==> config.mk <==
export PLATFORM = sky130hd
export DESIGN_NAME = ks_datapath_flat
export DESIGN_NICKNAME = d
export VERILOG_FILES = /design/src/rtl/k_and_s_pkg.sv /design/src/rtl/ks_datapath_if.sv /design/src/rtl/ks_alu.sv /design/src/rtl/ks_datapath.sv /design/src/flat_wrapper.sv
export SDC_FILE = /design/constraint.sdc
export NUM_CORES = 1
export LEC_CHECK = 0
export ABC_AREA = 1
export ABC_CLOCK_PERIOD_IN_PS = 5200
export CORE_MARGIN = 4
export CORE_UTILIZATION = 50
export DETAILED_ROUTE_END_ITERATION = 8
export GPL_ROUTABILITY_DRIVEN = 0
export PLACE_DENSITY = 0.81
export SLEW_MARGIN = 40
export SYNTH_ARGS = -nofsm -noshare
export SYNTH_HDL_FRONTEND = slang
export SYNTH_HIERARCHICAL = 1
export SYNTH_SLANG_ARGS = --single-unit
==> constraint.sdc <==
create_clock -name clk -period 5.2 [get_ports clk]
set_clock_uncertainty 0.2 [all_clocks]
set_input_delay 0.52 -clock clk [delete_from_list [all_inputs] [get_ports clk]]
set_output_delay 0.52 -clock clk [all_outputs]
set_load 0.1 [all_outputs]
==> src/rtl/k_and_s_pkg.sv <==
// k_and_s_pkg: definitions shared by the K&S datapath and control unit.
//   - decoded_instruction_type: instruction classes produced by the IR decoder
//   - opcode constants (IR[15:8]), ALU operation codes, IR field bit positions
//   - decode_opcode(): maps an opcode byte to its instruction class
package k_and_s_pkg;

    localparam int KS_DATA_W = 16;
    localparam int KS_ADDR_W = 5;

    typedef enum logic [3:0] {
        I_NOP, I_LOAD, I_STORE, I_MOVE,
        I_ADD, I_SUB, I_AND, I_OR,
        I_BRANCH, I_BZERO, I_BNZERO, I_BNEG,
        I_BNNEG, I_BOV, I_BNOV, I_HALT
    } decoded_instruction_type;

    // Opcodes, IR[15:8]
    localparam logic [7:0] OPC_NOP    = 8'h00;
    localparam logic [7:0] OPC_BRANCH = 8'h01;
    localparam logic [7:0] OPC_BZERO  = 8'h02;
    localparam logic [7:0] OPC_BNZERO = 8'h03;
    localparam logic [7:0] OPC_BNEG   = 8'h04;
    localparam logic [7:0] OPC_BNNEG  = 8'h05;
    localparam logic [7:0] OPC_BOV    = 8'h06;
    localparam logic [7:0] OPC_BNOV   = 8'h07;
    localparam logic [7:0] OPC_LOAD   = 8'h81;
    localparam logic [7:0] OPC_STORE  = 8'h82;
    localparam logic [7:0] OPC_MOVE   = 8'h91;
    localparam logic [7:0] OPC_ADD    = 8'hA1;
    localparam logic [7:0] OPC_SUB    = 8'hA2;
    localparam logic [7:0] OPC_AND    = 8'hA3;
    localparam logic [7:0] OPC_OR     = 8'hA4;
    localparam logic [7:0] OPC_HALT   = 8'hFF;

    // ALU operation codes
    localparam logic [1:0] ALU_ADD = 2'b00;
    localparam logic [1:0] ALU_SUB = 2'b01;
    localparam logic [1:0] ALU_AND = 2'b10;
    localparam logic [1:0] ALU_OR  = 2'b11;

    // IR field bit positions
    localparam int IR_OPC_HI      = 15;
    localparam int IR_OPC_LO      = 8;
    localparam int IR_LS_REG_HI   = 6;   // LOAD dst / STORE src
    localparam int IR_LS_REG_LO   = 5;
    localparam int IR_ALU_DST_HI  = 5;
    localparam int IR_ALU_DST_LO  = 4;
    localparam int IR_OPA_HI      = 3;   // also MOVE dst
    localparam int IR_OPA_LO      = 2;
    localparam int IR_OPB_HI      = 1;   // also MOVE src
    localparam int IR_OPB_LO      = 0;

    function automatic decoded_instruction_type decode_opcode(input logic [7:0] opc);
        case (opc)
            OPC_BRANCH: return I_BRANCH;
            OPC_BZERO:  return I_BZERO;
            OPC_BNZERO: return I_BNZERO;
            OPC_BNEG:   return I_BNEG;
            OPC_BNNEG:  return I_BNNEG;
            OPC_BOV:    return I_BOV;
            OPC_BNOV:   return I_BNOV;
            OPC_LOAD:   return I_LOAD;
            OPC_STORE:  return I_STORE;
            OPC_MOVE:   return I_MOVE;
            OPC_ADD:    return I_ADD;
            OPC_SUB:    return I_SUB;
            OPC_AND:    return I_AND;
            OPC_OR:     return I_OR;
            OPC_HALT:   return I_HALT;
            default:    return I_NOP;
        endcase
    endfunction

endpackage

==> src/rtl/ks_datapath_if.sv <==
// ks_datapath_if: control-unit strobes, decode/flag feedback and RAM bus of
// the K&S datapath.
//   slave  : the datapath (takes strobes and data_in, drives decode, flags,
//            ram_addr, data_out)
//   master : control unit + RAM side
interface ks_datapath_if #(
    parameter int DATA_W = k_and_s_pkg::KS_DATA_W,
    parameter int ADDR_W = k_and_s_pkg::KS_ADDR_W
);
    import k_and_s_pkg::*;

    logic                    branch;
    logic                    pc_enable;
    logic                    ir_enable;
    logic                    write_reg_enable;
    logic                    addr_sel;
    logic                    c_sel;
    logic [1:0]              operation;
    logic                    flags_reg_enable;
    decoded_instruction_type decoded_instruction;
    logic                    zero_op;
    logic                    neg_op;
    logic                    unsigned_overflow;
    logic                    signed_overflow;
    logic [ADDR_W-1:0]       ram_addr;
    logic [DATA_W-1:0]       data_out;
    logic [DATA_W-1:0]       data_in;

    modport slave (
        input  branch, pc_enable, ir_enable, write_reg_enable, addr_sel,
               c_sel, operation, flags_reg_enable, data_in,
        output decoded_instruction, zero_op, neg_op, unsigned_overflow,
               signed_overflow, ram_addr, data_out
    );

    modport master (
        output branch, pc_enable, ir_enable, write_reg_enable, addr_sel,
               c_sel, operation, flags_reg_enable, data_in,
        input  decoded_instruction, zero_op, neg_op, unsigned_overflow,
               signed_overflow, ram_addr, data_out
    );
endinterface

==> src/rtl/ks_alu.sv <==
// ks_alu: combinational ALU of the K&S datapath.
//   a_i, b_i       : operands
//   operation_i    : 00 add, 01 sub, 10 and, 11 or
//   result_o       : DATA_W-bit result (carry dropped)
//   zero_o, neg_o  : derived from result_o
//   unsigned_ov_o  : carry-out (add) / borrow (sub) / 0 (logic ops)
//   signed_ov_o    : two's-complement overflow (add/sub) / 0 (logic ops)
module ks_alu
    import k_and_s_pkg::*;
#(
    parameter int DATA_W = KS_DATA_W
) (
    input  logic [DATA_W-1:0] a_i,
    input  logic [DATA_W-1:0] b_i,
    input  logic [1:0]        operation_i,
    output logic [DATA_W-1:0] result_o,
    output logic              zero_o,
    output logic              neg_o,
    output logic              unsigned_ov_o,
    output logic              signed_ov_o
);
    localparam int MSB = DATA_W - 1;

    logic [DATA_W:0] wide;

    always_comb begin
        wide          = '0;
        result_o      = '0;
        unsigned_ov_o = 1'b0;
        signed_ov_o   = 1'b0;
        case (operation_i)
            ALU_ADD: begin
                wide          = {1'b0, a_i} + {1'b0, b_i};
                result_o      = wide[MSB:0];
                unsigned_ov_o = wide[DATA_W];
                // Same-sign operands producing a result of the other sign
                signed_ov_o   = (a_i[MSB] == b_i[MSB]) && (result_o[MSB] != a_i[MSB]);
            end
            ALU_SUB: begin
                // The extra bit of a zero-extended subtraction is the borrow (a < b)
                wide          = {1'b0, a_i} - {1'b0, b_i};
                result_o      = wide[MSB:0];
                unsigned_ov_o = wide[DATA_W];
                signed_ov_o   = (a_i[MSB] != b_i[MSB]) && (result_o[MSB] != a_i[MSB]);
            end
            ALU_AND: result_o = a_i & b_i;
            default: result_o = a_i | b_i;
        endcase
    end

    assign zero_o = (result_o == '0);
    assign neg_o  = result_o[MSB];

endmodule

==> src/rtl/ks_datapath.sv <==
// ks_datapath: datapath of the K&S multicycle processor.
//   clk, rst_n : clock, asynchronous active-low reset
//   bus        : ks_datapath_if slave - control strobes (branch, pc_enable,
//                ir_enable, write_reg_enable, addr_sel, c_sel, operation,
//                flags_reg_enable), decoded_instruction and flag outputs,
//                RAM bus (ram_addr, data_out, data_in)
// Holds PC, IR, a 4-entry register file and the flags register; every state
// change is gated by a control-unit strobe.
module ks_datapath
    import k_and_s_pkg::*;
#(
    parameter int DATA_W = KS_DATA_W,
    parameter int ADDR_W = KS_ADDR_W
) (
    input  logic         clk,
    input  logic         rst_n,
    ks_datapath_if.slave bus
);
    logic [ADDR_W-1:0] pc_q, pc_d;
    logic [DATA_W-1:0] ir_q;
    logic [DATA_W-1:0] regs_q [4];
    logic              zero_q, neg_q, uov_q, sov_q;

    decoded_instruction_type decoded;
    logic [1:0]        a_sel, b_sel, dst_sel;
    logic              dst_valid;
    logic [DATA_W-1:0] alu_result, wb_data;
    logic              alu_zero, alu_neg, alu_uov, alu_sov;
    logic              ir_unused;

    assign decoded   = decode_opcode(ir_q[IR_OPC_HI:IR_OPC_LO]);
    assign ir_unused = ir_q[7];

    // Operand / destination selection per instruction class. Only LOAD,
    // MOVE and the ALU classes own a destination register.
    always_comb begin
        a_sel     = ir_q[IR_OPA_HI:IR_OPA_LO];
        b_sel     = ir_q[IR_OPB_HI:IR_OPB_LO];
        dst_sel   = ir_q[IR_ALU_DST_HI:IR_ALU_DST_LO];
        dst_valid = 1'b0;
        case (decoded)
            I_LOAD: begin
                dst_sel   = ir_q[IR_LS_REG_HI:IR_LS_REG_LO];
                dst_valid = 1'b1;
            end
            I_MOVE: begin
                // Both operands read src so that OR passes it through
                a_sel     = ir_q[IR_OPB_HI:IR_OPB_LO];
                b_sel     = ir_q[IR_OPB_HI:IR_OPB_LO];
                dst_sel   = ir_q[IR_OPA_HI:IR_OPA_LO];
                dst_valid = 1'b1;
            end
            I_ADD, I_SUB, I_AND, I_OR: dst_valid = 1'b1;
            default: ;
        endcase
    end

    ks_alu #(.DATA_W(DATA_W)) u_alu (
        .a_i          (regs_q[a_sel]),
        .b_i          (regs_q[b_sel]),
        .operation_i  (bus.operation),
        .result_o     (alu_result),
        .zero_o       (alu_zero),
        .neg_o        (alu_neg),
        .unsigned_ov_o(alu_uov),
        .signed_ov_o  (alu_sov)
    );

    assign wb_data = bus.c_sel ? bus.data_in : alu_result;

    // Branch target is taken from the IR value before any same-cycle IR load
    always_comb begin
        pc_d = pc_q;
        if (bus.pc_enable)
            pc_d = bus.branch ? ir_q[ADDR_W-1:0] : pc_q + ADDR_W'(1);
    end

    always_ff @(posedge clk or negedge rst_n) begin
        if (!rst_n) begin
            pc_q <= '0;
            ir_q <= '0;
        end else begin
            pc_q <= pc_d;
            if (bus.ir_enable)
                ir_q <= bus.data_in;
        end
    end

    always_ff @(posedge clk or negedge rst_n) begin
        if (!rst_n) begin
            for (int i = 0; i < 4; i++)
                regs_q[i] <= '0;
        end else if (bus.write_reg_enable && dst_valid) begin
            regs_q[dst_sel] <= wb_data;
        end
    end

    always_ff @(posedge clk or negedge rst_n) begin
        if (!rst_n) begin
            zero_q <= 1'b0;
            neg_q  <= 1'b0;
            uov_q  <= 1'b0;
            sov_q  <= 1'b0;
        end else if (bus.flags_reg_enable) begin
            zero_q <= alu_zero;
            neg_q  <= alu_neg;
            uov_q  <= alu_uov;
            sov_q  <= alu_sov;
        end
    end

    assign bus.decoded_instruction = decoded;
    assign bus.zero_op             = zero_q;
    assign bus.neg_op              = neg_q;
    assign bus.unsigned_overflow   = uov_q;
    assign bus.signed_overflow     = sov_q;
    assign bus.ram_addr            = bus.addr_sel ? ir_q[ADDR_W-1:0] : pc_q;
    assign bus.data_out            = regs_q[ir_q[IR_LS_REG_HI:IR_LS_REG_LO]];

endmodule

==> src/flat_wrapper.sv <==
// flat-port wrapper written by rule: the top's interface ports become plain ports
module ks_datapath_flat import k_and_s_pkg::*;
#(
    parameter int DATA_W = KS_DATA_W,
    parameter int ADDR_W = KS_ADDR_W
)
  (clk, rst_n, bus_branch, bus_pc_enable, bus_ir_enable, bus_write_reg_enable, bus_addr_sel, bus_c_sel, bus_operation, bus_flags_reg_enable, bus_data_in, bus_decoded_instruction, bus_zero_op, bus_neg_op, bus_unsigned_overflow, bus_signed_overflow, bus_ram_addr, bus_data_out);
  ks_datapath_if #(.DATA_W(DATA_W), .ADDR_W(ADDR_W)) bus_i ();
  input  logic clk;
  input  logic rst_n;
  input wire logic [$bits(bus_i.branch)-1:0] bus_branch;
  input wire logic [$bits(bus_i.pc_enable)-1:0] bus_pc_enable;
  input wire logic [$bits(bus_i.ir_enable)-1:0] bus_ir_enable;
  input wire logic [$bits(bus_i.write_reg_enable)-1:0] bus_write_reg_enable;
  input wire logic [$bits(bus_i.addr_sel)-1:0] bus_addr_sel;
  input wire logic [$bits(bus_i.c_sel)-1:0] bus_c_sel;
  input wire logic [$bits(bus_i.operation)-1:0] bus_operation;
  input wire logic [$bits(bus_i.flags_reg_enable)-1:0] bus_flags_reg_enable;
  input wire logic [$bits(bus_i.data_in)-1:0] bus_data_in;
  output wire logic [$bits(bus_i.decoded_instruction)-1:0] bus_decoded_instruction;
  output wire logic [$bits(bus_i.zero_op)-1:0] bus_zero_op;
  output wire logic [$bits(bus_i.neg_op)-1:0] bus_neg_op;
  output wire logic [$bits(bus_i.unsigned_overflow)-1:0] bus_unsigned_overflow;
  output wire logic [$bits(bus_i.signed_overflow)-1:0] bus_signed_overflow;
  output wire logic [$bits(bus_i.ram_addr)-1:0] bus_ram_addr;
  output wire logic [$bits(bus_i.data_out)-1:0] bus_data_out;
  assign bus_i.branch = bus_branch;
  assign bus_i.pc_enable = bus_pc_enable;
  assign bus_i.ir_enable = bus_ir_enable;
  assign bus_i.write_reg_enable = bus_write_reg_enable;
  assign bus_i.addr_sel = bus_addr_sel;
  assign bus_i.c_sel = bus_c_sel;
  assign bus_i.operation = bus_operation;
  assign bus_i.flags_reg_enable = bus_flags_reg_enable;
  assign bus_i.data_in = bus_data_in;
  assign bus_decoded_instruction = bus_i.decoded_instruction;
  assign bus_zero_op = bus_i.zero_op;
  assign bus_neg_op = bus_i.neg_op;
  assign bus_unsigned_overflow = bus_i.unsigned_overflow;
  assign bus_signed_overflow = bus_i.signed_overflow;
  assign bus_ram_addr = bus_i.ram_addr;
  assign bus_data_out = bus_i.data_out;
  ks_datapath #(.DATA_W(DATA_W), .ADDR_W(ADDR_W)) u_core (.clk(clk), .rst_n(rst_n), .bus(bus_i));
endmodule
==> results of run 1 <==
## logic make-up (layout without fill, tap and decap cells)
| group | after synthesis | in the layout | share of synthesized area, % |
|---|---|---|---|
| DFF | 88 | 88 | 25.90 |
| adders and majority gates | 53 | 53 | 7.976 |
| and+or+nand+nor | 797 | 797 | 40.79 |
| AOI/OAI and AO/OA | 178 | 178 | 11.48 |
| xor gates and xnor gates | 3 | 3 | 0.3091 |
| muxes | 21 | 21 | 2.781 |
| buffers and inverters | 196 | 214 | 10.76 |
## synthesized netlist by cell type, drive strengths merged
library cell  instances
o22ai                33
o21a                  1
o21bai                1
ha                   51
clkbuf               30
and2                  2
nand4                16
nand3               194
o2111ai               3
nor3                  4
mux2                 21
nor2                128
fa                    2
o221ai                1
o21ai               112
a31oi                 1
xor2                  3
dfrtp                88
a21oi                26
or2                   7
clkinv                1
nand2               446
buf                  35
inv                 130
## critical path: cells and delay by family (launching register included)
family | cells | cell delay, ps
DFF | 1 | 430
and+or+nand+nor | 19 | 1900
muxes | 1 | 300
buffers and inverters | 5 | 890
adders and majority gates | 2 | 640
AOI/OAI and AO/OA | 1 | 50
## state kept, by name (all words and copies together) (netlist names)
register                      count
u_core/regs_q                    64
u_core/ir_q                      15
u_core/pc_q                       5
u_core/bus.neg_op                 1
u_core/bus.signed_overflow        1
u_core/bus.unsigned_overflow      1
u_core/bus.zero_op                1
## power by group through the flow
| stage | sequential (mW) | clock [mW] | combinational [mW] |
|---|---|---|---|
| finish | 0.918 | 0.627 | 1.59 |
| detailed placement | 0.921 | 0 | 1.56 |
| floorplan | 0.920 | 0 | 1.24 |
| global placement | 0.919 | 0 | 1.56 |
| CTS | 0.909 | 0.633 | 1.56 |
| global route | 0.929 | 0.661 | 1.75 |
## layout make-up
class                           instances  area share (%)
Tap cell                              220           3.010
Multi-Input combinational cell       1052           58.89
Sequential cell                        88           24.08
Clock inverter                          4          0.3147
Clock buffer                           12           2.805
Timing Repair Buffer                   67           5.500
Inverter                              131           5.404
## metrics by stage
stage,worst slack (ps),util [%]
after detailed placement,728.9,53.18
after CTS,718.4,54.95
after global placement,798.6,53.96
final,623.4,54.95
after global routing,259.6,54.95
after floorplan,1508,-
## worst paths after layout
path                                                  end  slack (ps)  cells after the start
max in group asynchronous   u_core/regs_q[12]$_DFFE_PN0P_        3240                      3
setup / recovery            u_core/regs_q[12]$_DFFE_PN0P_         620                     28
setup reg to reg            u_core/regs_q[12]$_DFFE_PN0P_         620                     28
min in group asynchronous    u_core/regs_q[2]$_DFFE_PN0P_         490                      2
hold reg to reg            u_core/bus.zero_op$_DFFE_PN0P_         300                      1
hold / removal             u_core/bus.zero_op$_DFFE_PN0P_         300                      1
## placed cells by master, fill, tap and decap left out, types with 23 or more instances in the layout
master	n
inv_1	123
nor2_1	116
dfrtp_1	88
nand3_1	190
o22ai_1	33
a21oi_1	23
buf_2	30
clkdlybuf4s50_1	24
ha_1	51
nand2_1	433
o21ai_0	108
## layer usage
metal	vias to the layer above	GRT usage (%)	part of all wire [%]	wire length, µm
met5	-	0	0	0
met4	0	10.24	3.4	918
met3	72	4.213	11	2849
met2	554	42.78	45	12030
met1	4255	37.27	41	10910
li1	4354	-	-	-
## repair_timing
item,CTS,global route
endpoints found under the setup margin,0,0
hold buffers,1,0
endpoints found under the hold margin,35,0
==> impl_results.md, run 1 <==
- Htree depth: 3
- Crit path capture type: flip-flop
- Fmax: 218.5 MHz
- Via count: 9235
- P_int: 1.596 mW
- Synthesized area: 0.008502 mm²
- Kind of critical path: reg -> reg
- Initial antenna violation count: 0
- Cell taking the most area after synthesis: dfrtp_1
- Worst slew pin tran: 794.1 ps
- Hold Path Class: reg -> reg
- Post-Syn Nets: 1416
- Fin. max-slew vios: 0
- Sw Pwr: 1.543 mW
- CP Launch Type: flip-flop
- Number of max-cap violations: 0
- Vias in the first global route: 8362
- Top-area cell type share of the netlist area: between 20 and 30%
- Synthesis warning total: 6
- DR iter-0 viols: between 1500 and 2000
- CP startpoint: u_core/ir_q[10]$_DFFE_PN0P_
- First-pass GRT wire length: approximately 43000 µm
- Skew-Pair Late Insertion Delay: 340 ps
- Post-synthesis cell count: 1336
- Hold_sp: u_core/bus.zero_op$_DFFE_PN0P_
- Hpwl dp: around 19000 µm
- Die height: 138.4 µm
- CTS buffer count: 9
- Leakage: 4.859 nW
- Cts repair resizes: 0
- Final ANT Viol Nets: 0
- Clk pwr share: 20.0%
- Design area: 0.009145 mm²
- Die area: approximately 0.019 mm²
- Crit path max fanout: 17
- Logic gate share of total power: 50.8%
- Core area: between 0.015 and 0.02 mm²
- Mean post-synth cell area: 6.364 µm²
- RSZ-0062 raised after global routing: false
- Pin count of the biggest net entering global routing: 54
- Max incr delay on CP: 430 ps
- Clock transition at the registers of the reported paths: 70 ps
- Hold Vio Cnt, Final: 0
- Period utilization: 88.01%
- Row Count: 47
- R2R Path Start: u_core/ir_q[10]$_DFFE_PN0P_
- Share of layout cells above drive strength 1: 9.749%
- Power density cells: 343.2 mW/mm²
- Setup tns final: 0 ps
- Register bit count reported by yosys: 88
- Area contributors post-synth: dfrtp_1 26%, nand2_1 19%, nand3_1 11%
- Area after DPL: 0.008850 mm²
- Sequential power share: between 20% and 30%
- Post-Route WL: between 20000 and 30000 µm
- Worst relative slew slack: 46.93%
- Status: complete, no violations
- Drt drc: 0
- Distinct cell type count after synthesis: 44
- Slowest CP cell: dfrtp_1
- Area Growth Syn to Fin: 7.564%
- Post-CTS setup buffer count: 0
- Final setup fails: 0
- Multi-input gate area: 0.005385 mm²
- CTS tree: done
- Port-buffer cells: 55
- Grt total ovfl: 0
- GRT Resource Usage Total: 26.98%
- Sequential fraction of the synthesis area: 25.90%
- Post-DR vias/cell: 5.867
- VDD IR-drop max: 219.9 µV
- Root buffer cell: clkbuf_16
- Hold slack: 304.4 ps
- Starting Density: roughly 51%
- Chip width: 138.4 µm
- I/O pin count: 56
- Power Total: about 3.1 mW
- Arr. time, crit path: 4610 ps
- WL/cell: roughly 17 µm
- Most Frequent Cell on Critical Path: nand2_1
- Clock tree buffer depth: 2
- Nets@finish: about 1400
- Min Tclk post-route: 4577 ps
- Worst EP required: 5230 ps
- TritonRoute pass-1 iters: 8
- Finished Layout Cells: 1574
- CTS Sinks: between 80 and 90
- Layout filler cell count: 1626
- Antenna fix cells: 0
- Switch share: about half
- Register area: 0.002202 mm²
- Cells after DPL: around 1600
No activity file was read; power rests on OpenSTA's default activity.
==> run 2, diff against run 1 <==
--- a/config.mk
+++ b/config.mk
@@ -8,12 +8,13 @@
 export ABC_AREA = 1
 export ABC_CLOCK_PERIOD_IN_PS = 5200
 export CORE_MARGIN = 4
-export CORE_UTILIZATION = 50
+export CORE_UTILIZATION = 26
 export DETAILED_ROUTE_END_ITERATION = 8
 export GPL_ROUTABILITY_DRIVEN = 0
-export PLACE_DENSITY = 0.81
+export PLACE_DENSITY = 0.54
 export SLEW_MARGIN = 40
 export SYNTH_ARGS = -nofsm -noshare
 export SYNTH_HDL_FRONTEND = slang
 export SYNTH_HIERARCHICAL = 1
 export SYNTH_SLANG_ARGS = --single-unit
+export TNS_END_PERCENT = 20
==> run 2 against run 1 <==
Routed wire length increased by 13%. Utilization decreased by 25 points. Worst setup slack improved by 250 ps. Sequential power decreased by 0.5%. First-iteration DRC count decreased by 59%. Flip-flop and latch count unchanged. Fmax increased by 5.8%. Clock-buffer cell count unchanged. Die area increased by 86%. Global-route usage decreased by 10 points. Critical path type unchanged. Highest routed layer unchanged.
==> impl_results.md, run 2 (same netlist as run 1, synthesis figures left out) <==
- Status: complete, no violations
- Hold Vio Cnt, Final: 0 (unchanged)
- Register area: 0.002202 mm² (unchanged)
- Sw Pwr: 1.588 mW (+2.9%)
- Slowest CP cell: inv_1
- Drt drc: 0 (unchanged)
- Root buffer cell: clkbuf_16
- Setup tns final: 0 ps (unchanged)
- Most frequent cells in the layout: 433 x nand2_1, 190 x nand3_1, 123 x inv_1, 116 x nor2_1, 108 x o21ai_0
- Core area: 0.03188 mm² (+92%)
- Leakage: 4.883 nW (+0.49%)
- Htree depth: 3 (unchanged)
- Most flop-heavy register: u_core/regs_q
- Grt total ovfl: 0 (unchanged)
- Max incr delay on CP: 460 ps (+30 ps)
- Fin. max-slew vios: 0 (unchanged)
- Kind of critical path: reg -> reg
- WL/cell: 16.90 µm (-0.38%)
- Arr. time, crit path: 4380 ps (-230 ps)
- Crit path max fanout: 16 (-1)
- Logic gate share of total power: 49.5% (-1.3 points)
- CP Launch Type: flip-flop
- Worst Path Buf+Inv: 4 (-1)
- Final setup fails: 0 (unchanged)
- Crit path capture type: flip-flop
- Post-CTS setup buffer count: 0 (unchanged)
- Starting Density: 26.67% (-24 points)
- Multi-input gate area: 0.005385 mm² (unchanged)
- Max reg flops: 64 (unchanged)
- DR iter-0 viols: 627 (-59%)
- CTS Hold Bufs: 0 (-1)
- Worst EP required: 5250 ps (+20 ps)
- Top delay family on crit path: simple AND/OR/NAND/NOR gates
- TritonRoute pass-1 iters: 5 (-3)
- Clock transition at the registers of the reported paths: 70 ps (about the same)
- Final ANT Viol Nets: 0 (unchanged)
- Largest regs: u_core/regs_q x64, u_core/ir_q x15, u_core/pc_q x5
- Vias in the first global route: 8202 (-1.9%)
- CTS buffer count: 9 (unchanged)
- Port-buffer cells: 55 (unchanged)
- Switch share: 48.32% (-0.84 points)
- Area after DPL: 0.009126 mm² (+3.1%)
- Power density cells: 347.4 mW/mm² (+1.2%)
- Chip width: 188.8 µm (+36%)
- Hold Path Class: in -> async
- Die height: 188.8 µm (+36%)
- Post-Route WL: 30240 µm (+13%)
- VDD IR-drop max: 163.8 µV (-26%)
- Worst relative slew slack: 46.41% (-0.52 points)
- Number of max-cap violations: 0 (unchanged)
- Pre-CTS setup slack: 940.1 ps (+211.2 ps)
- Period utilization: 83.19% (-4.8 points)
- Cts repair resizes: 0 (unchanged)
- Nets@finish: 1429 (unchanged)
- Hpwl dp: 22490 µm (+17%)
- Sequential power share: 27.8% (-1.5 points)
- First-pass GRT wire length: 47280 µm (+10%)
- P_int: 1.698 mW (+6.4%)
- Design area: 0.009459 mm² (+3.4%)
- Skew-Pair Late Insertion Delay: 360 ps (+20 ps)
- Area Growth Syn to Fin: 11.26%
- Most common cell after layout, fill and taps aside: nand2_1
- Clock tree buffer depth: 2 (unchanged)
- Die area: 0.03566 mm² (+86%)
- Via count: 8887 (-3.8%)
- I/O pin count: 56 (unchanged)
- Antenna fix cells: 0 (unchanged)
- Min Tclk post-route: 4326 ps (-250.9 ps)
- Worst slew pin tran: 803.9 ps (+9.729 ps)
- Most Frequent Cell on Critical Path: nand2_1
- Clk pwr share: 22.7% (+2.7 points)
- Initial antenna violation count: 0 (unchanged)
- Share of layout cells above drive strength 1: 9.823% (+0.074 points)
- GRT Resource Usage Total: 16.76% (-10 points)
- Layout filler cell count: 3616 (+120%)
- CTS tree: done
- Pin count of the biggest net entering global routing: 55 (+1.9%)
- Setup ws final: 874.3 ps (+250.9 ps)
- RSZ-0062 raised after global routing: false
- Post-DR vias/cell: 4.968 (-15%)
- CTS Sinks: 88 (unchanged)
- Fmax: 231.2 MHz (+5.8%)
- Row Count: 65 (+38%)
-- run 2: cell types whose count changed in the layout (fill, tap and decap cells not counted) --
| cell | change |
|---|---|
| dlygate4sd3_1 | -1 |
| clkinvlp_4 | -1 |
| clkinv_2 | -1 |
| buf_12 | -1 |
| buf_4 | +7 |
| buf_2 | -5 |
| bufinv_16 | +2 |
-- run 2: layout make-up --
type | instances | share of cell area, %
clock inverter | 4 | 0.8069
timing repair buffer | 67 | 5.291
clock buffer | 12 | 2.712
sequential | 88 | 23.28
inverter | 131 | 5.225
multi-input combinational | 1052 | 56.93
tap | 435 | 5.754
-- run 2: layer usage --
layer | GRT usage [%] | routed length, µm
met1 | 23.18 | 13910
met2 | 26.92 | 13670
met3 | 2.279 | 1855
met4 | 5.830 | 807
met5 | 0 | 0
-- run 2: worst paths after layout --
check,slack (ps),depth (start not counted),start,endpoint
worst min register to register,310,1,u_core/bus.unsigned_overflow$_DFFE_PN0P_,u_core/bus.unsigned_overflow$_DFFE_PN0P_
worst max register to register,870,27,u_core/ir_q[10]$_DFFE_PN0P_,u_core/regs_q[12]$_DFFE_PN0P_
worst min-delay path,20,1,rst_n,u_core/pc_q[4]$_DFFE_PN0P_
worst max-delay path,870,27,u_core/ir_q[10]$_DFFE_PN0P_,u_core/regs_q[12]$_DFFE_PN0P_
max in group asynchronous,3780,2,rst_n,u_core/regs_q[10]$_DFFE_PN0P_
min in group clk,310,1,u_core/bus.unsigned_overflow$_DFFE_PN0P_,u_core/bus.unsigned_overflow$_DFFE_PN0P_
-- run 2: through the flow --
stage,instances,power (mW),utilization [%],hold slack (ps)
floorplan,1336,2.161,-,24.41
global placement,1773,2.539,29.02,292.8
detailed placement,1773,2.529,28.63,302.6
CTS,1789,3.281,29.67,45.72
global route,1789,3.518,29.67,85.06
finish,1789,3.286,29.67,15.82
-- run 2: power by group through the flow --
stage	sequential (mW)	combinational [mW]	clock (mW)
floorplan	0.920	1.24	0
global placement	0.920	1.62	0
detailed placement	0.921	1.61	0
CTS	0.908	1.61	0.760
global route	0.927	1.80	0.788
finish	0.913	1.63	0.747
==> variant: new RTL, flow settings as in run 1 <==
Remove the case item `ALU_SUB` of the case on `operation_i`.
--- a/src/rtl/ks_alu.sv
+++ b/src/rtl/ks_alu.sv
@@ -37,11 +37,4 @@
                 signed_ov_o   = (a_i[MSB] == b_i[MSB]) && (result_o[MSB] != a_i[MSB]);
             end
-            ALU_SUB: begin
-                // The extra bit of a zero-extended subtraction is the borrow (a < b)
-                wide          = {1'b0, a_i} - {1'b0, b_i};
-                result_o      = wide[MSB:0];
-                unsigned_ov_o = wide[DATA_W];
-                signed_ov_o   = (a_i[MSB] != b_i[MSB]) && (result_o[MSB] != a_i[MSB]);
-            end
             ALU_AND: result_o = a_i & b_i;
             default: result_o = a_i | b_i;
Check against the original RTL: not equivalent (Yosys sat finds a counterexample within 4 cycles, from zero or initial values and one cycle with rst_n low).
==> variant against run 1 <==
  * Sequential cell count unchanged
  * Cell area fell by 11%
  * Worst setup slack improved by 0.25 ns
  * Power decreased by 20%
  * Synthesized area is 13% lower
  * Final cell count fell by 13%
  * Routed wire length decreased by 13%
  * Via count shrank 13%
  * Synthesized cell count decreased by 13%
==> variant: results (changes against run 1) <==
| Metric | Value |
|---|---|
| Port-buffer cells | `55 (unchanged)` |
| First-pass GRT wire length | `38200 um (-11%)` |
| Share of cells above drive strength 1 | `0.0927 (-0.00482)` |
| Final non-filler cell total | `1371 (-13%)` |
| Drt wl/cell | `17.0 um (about the same)` |
| Initial drt markers | `1033 (-32%)` |
| Worst path max stage delay | `0.48 ns (+0.05 ns)` |
| Hpwl dp | `16200 um (-16%)` |
| Crit-path slowest cell | `inv_1` |
| # nets final | `1244 (-13%)` |
| Pin count of the biggest net entering global routing | `57 (+5.6%)` |
| Number of global-route vias before repair | `7243 (-13%)` |
| Status | `finished clean` |
| Yosys cell types | `32 (-27%)` |
| Synth area leaders | `dfrtp_1 (30%), nand2_1 (19%), nand3_1 (9.9%)` |
| Worst vdd ir | `0.000166 V (-25%)` |
| Slew @ Worst Pin | `0.839 ns (+0.0452 ns)` |
| Via-to-Cell Ratio | `5.86 (about the same)` |
| Tot GR Track Use | `0.284 (+0.0146)` |
| Bufs on Longest Clock Path | `2 (unchanged)` |
| Placed cell areas | `7820 um^2 (-12%)` |
| Syn avg cell area | `6.39 um^2 (+0.46%)` |
| CP arrival | `4.42 ns (-0.19 ns)` |
| H-Tree Depth | `3 (unchanged)` |
| Leakage | `4.40 nW (-9.4%)` |
-- variant: cell count changes after synthesis, sizes merged, moves of 8 or more --
cell and delta:
nand4 -12, nor2 -11, ha -18, o22ai +9
o21ai -10, buf -8, nand2 -52, a21oi -8
nand3 -46
-- variant: worst register-to-register path, stage by stage (launching register included) --
cell and delay [ns]:
dfrtp_1 0.44, nor2_1 0.16, nand3_1 0.09, nor2_1 0.09, nand2_1 0.14, nand2_1 0.11, o21ai_2 0.05, buf_4 0.24
inv_1 0.48, nand2_1 0.11, nand2_1 0.10, ha_1 0.22, inv_1 0.07, fa_1 0.35, inv_1 0.12, nand2_1 0.08
nand2_1 0.06, nor2_1 0.06, nor2_1 0.16, nand3_1 0.09, nor2_1 0.14, nand2_1 0.08, nor2_1 0.08, nand2_1 0.09
nor2_1 0.10, nand3_1 0.08, nor2_1 0.11, mux2_2 0.16
-- variant: cell type report --
class	count	area [um^2]
tap	184	230
multi-input combinational	892	4420
sequential	88	2200
inverter	125	469
clock buffer	12	256
fill	1383	6440
timing repair buffer	67	498
clock inverter	3	17.5
-- variant: kinds of logic after synthesis --
logic type,after synthesis,share of synthesized area
XOR/XNOR,2,0.00236
AND/OR/NAND/NOR,671,0.384
adder cells (fa/ha/maj),34,0.0584
AO/OA/AOI/OAI,164,0.120
multiplexers,21,0.0319
flip-flops,88,0.297
buffers and inverters,179,0.106
-- variant: path summary, 6_finish.rpt --
kind                       cells after the start                                        to                                      from  slack [ns]
min reg2reg                                    1  u_core/bus.unsigned_overflow$_DFFE_PN0P_  u_core/bus.unsigned_overflow$_DFFE_PN0P_        0.31
min in group asynchronous                      2             u_core/regs_q[34]$_DFFE_PN0P_                                     rst_n        0.45
max reg2reg                                   27            u_core/bus.zero_op$_DFFE_PN0P_               u_core/ir_q[10]$_DFFE_PN0P_        0.87
max in group asynchronous                      3    u_core/bus.signed_overflow$_DFFE_PN0P_                                     rst_n        3.27
max                                           27            u_core/bus.zero_op$_DFFE_PN0P_               u_core/ir_q[10]$_DFFE_PN0P_        0.87
min                                            1  u_core/bus.unsigned_overflow$_DFFE_PN0P_  u_core/bus.unsigned_overflow$_DFFE_PN0P_        0.31
-- variant: per-layer routing --
layer / share of wire / vias to the layer above / GRT usage / wire (um)
li1: - / 3780 / - / -
met1: 0.41 / 3675 / 0.405 / 9540
met2: 0.44 / 523 / 0.425 / 10200
met3: 0.12 / 61 / 0.0549 / 2790
met4: 0.033 / 0 / 0.120 / 774
met5: 0 / - / 0 / 0
-- variant: where the power goes --
group          switching (mW)  internal [mW]
clock                   0.272          0.346
combinational           0.735          0.287
sequential              0.108          0.777
total                    1.12           1.41
-- variant: repair_timing --
item,4_1_cts,5_1_grt
hold buffers,1,0
setup buffers,0,0
endpoints found under the hold margin,32,0
